$ cat src/rtl/cpu_launcher.sv
// Sequences NPROG back-to-back CPU program runs: reset pulse, run request,
// bounded run with cycle counting, one-cycle result report per run.
module cpu_launcher #(
  parameter int NPROG   = 3,
  parameter int RST_CYC = 2,
  parameter int TIMEOUT = 1000,
  parameter int CW      = 16,
  localparam int IW     = (NPROG > 1) ? $clog2(NPROG) : 1
) (
  input  logic          clk,
  input  logic          reset,
  input  logic          start,
  output logic          cpu_reset,
  output logic          cpu_req,
  input  logic          cpu_done,
  output logic          busy,
  output logic [IW-1:0] run_idx,
  output logic [CW-1:0] cycles,
  output logic          result_valid,
  output logic          timeout_err,
  output logic          all_done
);

  localparam int RW = (RST_CYC > 1) ? $clog2(RST_CYC + 1) : 1;
  localparam logic [CW-1:0] TMO      = CW'(TIMEOUT);
  localparam logic [IW-1:0] LAST_IDX = IW'(NPROG - 1);
  localparam logic [RW-1:0] RST_LOAD = RW'(RST_CYC - 1);

  typedef enum logic [2:0] {IDLE, RST, REQ, RUN, REPORT, FINISH} state_t;

  state_t        state, state_nxt;
  logic [RW-1:0] rst_cnt;
  logic [CW-1:0] run_cnt;
  logic [CW-1:0] cnt_inc;
  logic          more_runs;

  function automatic logic [CW-1:0] sat_inc(input logic [CW-1:0] v);
    return (&v) ? v : v + 1'b1;
  endfunction

  assign cnt_inc   = sat_inc(run_cnt);
  assign more_runs = !timeout_err && (run_idx < LAST_IDX);

  always_ff @(posedge clk) begin
    if (!reset) state <= IDLE;
    else        state <= state_nxt;
  end

  always_comb begin
    state_nxt = state;
    case (state)
      IDLE, FINISH: if (start) state_nxt = RST;
      RST:          if (rst_cnt == '0) state_nxt = REQ;
      REQ:          state_nxt = RUN;
      RUN:          if (cpu_done || cnt_inc >= TMO) state_nxt = REPORT;
      REPORT:       state_nxt = more_runs ? RST : FINISH;
      default:      state_nxt = IDLE;
    endcase
  end

  always_comb begin
    cpu_reset    = (state == IDLE) || (state == RST) || (state == FINISH);
    cpu_req      = (state == REQ);
    busy         = (state != IDLE) && (state != FINISH);
    result_valid = (state == REPORT);
    all_done     = (state == FINISH);
  end

  // Run bookkeeping: done on the same cycle as the limit takes priority over timeout
  always_ff @(posedge clk) begin
    if (!reset) begin
      rst_cnt     <= '0;
      run_cnt     <= '0;
      run_idx     <= '0;
      cycles      <= '0;
      timeout_err <= 1'b0;
    end else begin
      case (state)
        IDLE, FINISH: begin
          if (start) begin
            run_idx     <= '0;
            cycles      <= '0;
            timeout_err <= 1'b0;
            rst_cnt     <= RST_LOAD;
          end
        end
        RST: if (rst_cnt != '0) rst_cnt <= rst_cnt - 1'b1;
        REQ: run_cnt <= '0;
        RUN: begin
          run_cnt <= cnt_inc;
          if (cpu_done) begin
            cycles <= cnt_inc;
          end else if (cnt_inc >= TMO) begin
            cycles      <= TMO;
            timeout_err <= 1'b1;
          end
        end
        REPORT: begin
          if (more_runs) begin
            run_idx <= run_idx + 1'b1;
            rst_cnt <= RST_LOAD;
          end
        end
        default: ;
      endcase
    end
  end

endmodule

$ cat config.mk
export PLATFORM = sky130hd
export DESIGN_NAME = cpu_launcher
export DESIGN_NICKNAME = d
export VERILOG_FILES = /design/src/rtl/cpu_launcher.sv
export SDC_FILE = /design/constraint.sdc
export NUM_CORES = 1
export LEC_CHECK = 0
export ABC_CLOCK_PERIOD_IN_PS = 2800
export CAP_MARGIN = 25
export CORE_UTILIZATION = 50
export DETAILED_ROUTE_END_ITERATION = 12
export HOLD_SLACK_MARGIN = 0.06
export MAX_ROUTING_LAYER = met4
export PLACE_DENSITY = 0.76
export RECOVER_POWER = 25
export SLEW_MARGIN = 10
export SYNTH_ARGS = -nofsm -noshare
export SYNTH_HDL_FRONTEND = slang
export SYNTH_SLANG_ARGS = --single-unit
$ cat constraint.sdc
create_clock -name clk -period 2.8 [get_ports clk]
set_clock_uncertainty 0.1 [all_clocks]
set_input_delay 0.42 -clock clk [delete_from_list [all_inputs] [get_ports clk]]
set_output_delay 0.42 -clock clk [all_outputs]
set_load 0.01 [all_outputs]
==> impl_metrics.ini, run 1 <==
[status]
outcome = complete, no violations

[synthesis]
muxShareOfSynthArea = 0.02688
async_flop_share = 0
ys_types = 51
yosys.area_share.xor_xnor = 0.04140
synth_top_area_frac = 0.3441
synthCells = 298
ys.flop_type = dfxtp_1
synth_top_family_by_area = simple AND/OR/NAND/NOR gates
synth_common_cells = nand2_1 (44), dfxtp_1 (40), nor2_1 (21)
synth.area.top_cells = dfxtp_1 (34%), nand2_1 (7.1%), a21oi_1 (4.1%)
ys_ff_latch = 40
synth_compound_area_frac = 0.2548
avgSynthCellArea_sq_um = 7.810
synth_most_common_cell = nand2_1
ys_warn_count = 0
ys_seq_area_frac = 0.3441
syn-num-nets = 304
synth-edff-count = 0
synth_top_area_cell = dfxtp_1
syn_area_sq_um = 2327
yosys.area_share.adder = 0.01075
synth_simple_gate_area_share = 0.2683

[routing]
avgViaCountPerCell = 6.018
ant_nets = 0
drt-initial-drc-count = 208
drc = 0
first_pass_iters = 5
vias = 2395
wire_per_inst_um = 15.85
wl_um = 6308

[floorplan]
ios = 28
core-area_sq_um = 4414
dieWidth_um = 70.23
start_util = 0.5272
rows = 24
dieArea_sq_um = 4932
die_h_um = 70.23

[power_and_ir_drop]
irDropWorstVdd_mv = 0.6146
power_density_nw_per_um2 = 592.1
power_mw = 1.766
leakagePower_nw = 1.178

[worst_setup_path]
reg2reg_slack_ns = 0.06
cp-startpoint = run_cnt[1]
path_depth = 9
rr_endpoint = cycles[4]
critPathTopFamily = simple AND/OR/NAND/NOR gates
slowest_stage = dfxtp_1
worstReg2RegStart = run_cnt[1]
arrival_ns = 2.87
crit_buf_inv = 1
end_kind = flip-flop
crit_chain = ha_4, and4_4, and4_1, mux2_2, or3_4, a211oi_4, a31oi_4, buf_6, o22ai_2
worstRegToRegCells = 9
crit_type = flip-flop to flip-flop
crit_path_max_fanout = 5
slowest_delay_ns = 0.39
start_kind = flip-flop
crit_required_ns = 2.92
crit_end = cycles[4]

[timing]
slew_viol_final = 0
post-route-period-util = 0.9788
period_needed_ns = 2.741
hold_ws_ns = 0.3555
hold_viol_final = 0
relSlewSlack = 0.6790
fin_ws_ns = 0.05934
fmax_ghz = 0.3649
tightest_slew_ns = 0.4771
setup_viol = 0

[run]
cap_violations = 0

[placement]
portBuffers = 27
gp_congestion = 0.9958
pre_cts_ws_ns = 0.06810
postPlaceCellArea_sq_um = 2808
hpwl_um = 4421

[global_routing]
grt_max_degree = 35
grt-ovfl-total = 0
grt_pass1_wl_um = 10220
grt_pass1_vias = 2132
antenna_found_initial = 0
grt_usage = 0.2663

[final_layout]
layout-drive-gt1-share = 0.1965
antenna_cells = 0
syn2layout_area_growth_pct = 28.17
design_area_sq_um = 2983
nNetsFinal = 351

[clock_tree]
root_buffer = clkbuf_8
htreeDepth = 2
clock_path_buffers = 2
cts_buffers = 5
clkSinkCount = 40
insertion_delay_ns = 0.30
cts-hold-fix-buffers = 0
path_clk_slew_ns = 0.08
cts_tree = built

[min_path]
hp-start = cycles[11]
worstHoldPathType = flip-flop to flip-flop
-- registers in the layout, indices dropped and copies added (netlist names) --
register     flops
cycles          16
rst_cnt          2
run_cnt         16
run_idx          2
state            3
timeout_err      1
-- layer usage --
metal  track usage  wire, um
met4       0.09556       164
met5             -         0
met1        0.3718      2859
met3       0.05195       533
met2        0.3810      2751
-- layout make-up --
| type | instances | area, sq um |
|---|---|---|
| repair buffers | 60 | 521.8 |
| well taps | 52 | 65.06 |
| clock buffers | 6 | 82.58 |
| fillers | 372 | 1431 |
| flip-flops and latches | 40 | 803.3 |
| inverters | 10 | 37.54 |
| multi-input cells | 228 | 1463 |
| clock inverters | 2 | 10.01 |
-- layout by cell type (no fill, tap or decap), types with 3 or more instances in the layout --
cell type	n
nor4_1	5
clkdlybuf4s50_1	12
nor2_1	21
nand3_1	8
o22ai_1	3
nor2b_1	10
and2_1	6
xor2_1	7
o21ai_2	4
clkbuf_8	6
and3_1	4
o21ai_0	16
or3_1	3
a21o_1	3
nand2b_1	3
inv_1	9
xnor2_1	4
a22oi_1	6
dfxtp_1	38
o21bai_1	3
dlygate4sd3_1	15
o22ai_2	4
nor3_1	6
a21oi_1	18
nand2_1	44
mux2i_1	4
buf_4	32
-- per-stage QoR --
stage	TNS (ns)	utilization	instances
2_1_floorplan	0	-	298
3_3_place_gp	0	0.6361	388
3_5_place_dp	0	0.6361	388
4_1_cts	0	0.6570	396
5_1_grt	-0.01158	0.6757	398
6_report	0	0.6757	398
-- repair_timing --
action,4_1_cts,5_1_grt
endpoints found under the setup margin,0,12
gates resized for setup,0,16
buffers inserted,0,1
-- worst reg2reg max path: cells and delay by family, from the launching register on --
kind,cells,cell delay (ns)
mux,1,0.38
buf+inv,1,0.18
fa+ha+maj,1,0.16
simple gates,3,0.82
compound gates,3,0.65
flops,1,0.39
-- cell families (layout without fill, tap and decap cells) --
kind of cell,Yosys count,after routing
multiplexers,6,6
flip-flops,40,40
XOR/XNOR,11,11
AO/OA/AOI/OAI,85,85
adder cells (fa/ha/maj),2,2
AND/OR/NAND/NOR,124,124
buffers and inverters,30,78
-- power by group --
group	internal, mW	switching (mW)	leakage (nW)
Clock	0.197	0.201	0.0510
Combinational	0.297	0.391	0.802
Sequential	0.613	0.0673	0.324
Total	1.11	0.659	1.18
-- how the worst min path moves through the flow --
stage | end | depth (start not counted)
final | cycles[11] | 2
after global routing | cycles[12] | 2
after CTS | cycles[11] | 2
after detailed placement | cycles[11] | 2
after global placement | cycles[11] | 2
after floorplan | cycles[14] | 2
Note: power is estimated with default switching activity, not from simulation.
==> inputs of run 2 (changes only) <==
ABC_CLOCK_PERIOD_IN_PS = 2600   (was 2800)
CTS_BUF_LIST = sky130_fd_sc_hd__clkbuf_2 sky130_fd_sc_hd__clkbuf_4 sky130_fd_sc_hd__clkbuf_8   (was unset)
DONT_BUFFER_PORTS = 1   (was unset)
PLACE_DENSITY = unset   (was 0.76)
clock period = 2.6 ns   (was 2.8 ns; I/O delays follow)
==> run 2 against run 1 <==
  * Highest routed layer unchanged
  * Power increased by 6.7%
  * Die area unchanged
  * Combinational power fell by 7.3%
  * Count of clock-buffer cells in the layout fell by 1
  * Critical path depth shrank 1
  * Final area down 2.7%
  * Maximum frequency rose by 5.5%
  * First-iteration DRC count is 25% lower
  * Largest cell class unchanged
  * Worst setup slack lost 0.058 ns
  * Global-route usage grew 0.62 points
  * Register-to-register slack worse by 0.06 ns
  * Cell count is 3.3% lower
==> impl_metrics.ini, run 2 (synthesized netlist as in run 1, its figures left out) <==
[final_layout]
multi_input_area_sq_um = 1505
final_cell_mix = nand2_1 (43), buf_4 (43), dfxtp_1 (33)
design_area_sq_um = 2902
fillers = 403
antenna_cells = 0
layout-drive-gt1-share = 0.2703
nNetsFinal = 338
top_regs = cycles x16, run_cnt x16, state x3
regArea_sq_um = 814.5
syn2layout_area_growth_pct = 24.68

[routing]
ant_nets = 0
avgViaCountPerCell = 5.823
wire_per_inst_um = 16.73
first_pass_iters = 4
drt-initial-drc-count = 157
drc = 0
vias = 2242
wl_um = 6441

[timing]
hold_viol_final = 0
fin_ws_ns = 0.001457
hold_ws_ns = 0.1183
tightest_slew_ns = 0.4618
setup_viol = 0
relSlewSlack = 0.6910
period_needed_ns = 2.599
rsz0062_at_grt = yes
post-route-period-util = 0.9994
fmax_ghz = 0.3848
slew_viol_final = 0

[worst_setup_path]
crit_type = flip-flop to flip-flop
crit_required_ns = 2.71
start_kind = flip-flop
slowest_stage = or4_4
end_kind = flip-flop
critPathTopFamily = simple AND/OR/NAND/NOR gates
crit_chain = nand4_4, buf_4, or4_4, or3_4, a211oi_4, a31oi_4, buf_6, o22ai_2
slowest_delay_ns = 0.52
crit_buf_inv = 2
crit_path_max_fanout = 6
arrival_ns = 2.71

[floorplan]
rows = 24
ios = 28
die_h_um = 70.23
core-area_sq_um = 4414
start_util = 0.5272
dieArea_sq_um = 4932
dieWidth_um = 70.23

[clock_tree]
cts_buffers = 5
path_clk_slew_ns = 0.09
insertion_delay_ns = 0.30
clock_path_buffers = 2
root_buffer = clkbuf_8
clkSinkCount = 40
cts_tree = built
htreeDepth = 2

[power_and_ir_drop]
switchingPower_mw = 0.6897
power_density_nw_per_um2 = 649.7
internal_power_mw = 1.195
swShare = 0.3659
seqPwrFrac = 0.391
p_clk_frac = 0.270
combPwrFrac = 0.338
irDropWorstVdd_mv = 0.6394
leakagePower_nw = 1.136

[placement]
gp_congestion = 0.9782
portBuffers = 0
hpwl_um = 4508
postPlaceCellArea_sq_um = 2635
pre_cts_ws_ns = -0.1439

[global_routing]
grt-ovfl-total = 0
grt_pass1_wl_um = 10360
grt_pass1_vias = 2161
grt_max_degree = 36
antenna_found_initial = 0
grt_usage = 0.2724

[min_path]
worstHoldPathType = primary input to flip-flop

[run]
cap_violations = 0

[status]
outcome = complete, no violations
-- run 2: changes by cell type in the layout (fill, tap and decap cells not counted), moves of 3 or more --
cell	previous run	this run
dfxtp_2	2	5
buf_6	1	4
dlygate4sd3_1	15	0
buf_4	32	43
dfxtp_1	38	33
clkdlybuf4s50_1	12	0
-- run 2: repair_timing --
item,CTS,global route
setup endpoints to repair,20,20
hold buffers,0,0
gates cloned,0,1
resized for setup,5,21
pin swaps,4,12
buffers inserted,2,4
-- run 2: power by group through the flow --
| stage | registers, mW | logic (mW) | clock network (mW) |
|---|---|---|---|
| after global placement | 0.755 | 0.591 | 0 |
| after floorplan | 0.707 | 0.494 | 0 |
| final | 0.738 | 0.638 | 0.509 |
| after detailed placement | 0.754 | 0.598 | 0 |
| after global routing | 0.751 | 0.707 | 0.547 |
| after CTS | 0.738 | 0.610 | 0.523 |
-- run 2: worst paths after layout --
path	cells after the start	endpoint	from	slack [ns]
max	8	cycles[4]	run_cnt[7]	0.001
min	1	run_cnt[12]	reset	0.12
max reg2reg	8	cycles[4]	run_cnt[7]	0.001
min reg2reg	2	cycles[15]	cycles[15]	0.41
-- run 2: stage by stage --
step	power (mW)	util	TNS, ns	std cells
6_report	1.885	0.6573	0	385
3_3_place_gp	1.346	0.5969	-0.1047	370
4_1_cts	1.871	0.6304	-0.03919	380
2_1_floorplan	1.201	-	-0.02393	298
5_1_grt	2.006	0.6573	-1.831	385
3_5_place_dp	1.352	0.5969	-1.710	370
-- run 2: layout make-up --
class / count / share of cell area
repair buffers: 47 / 0.1268
multi-input cells: 228 / 0.5188
clock buffers: 5 / 0.02372
flip-flops and latches: 40 / 0.2807
inverters: 10 / 0.01294
clock inverters: 3 / 0.01466
well taps: 52 / 0.02242
-- run 2: routing by layer --
| layer | up-vias | part of all wire | global-route usage |
|---|---|---|---|
| met5 | - | 0 | - |
| met3 | 12 | 0.046 | 0.05195 |
| met4 | 0 | 0.012 | 0.07778 |
| li1 | 1136 | - | - |
| met1 | 1045 | 0.49 | 0.3823 |
| met2 | 49 | 0.45 | 0.3979 |
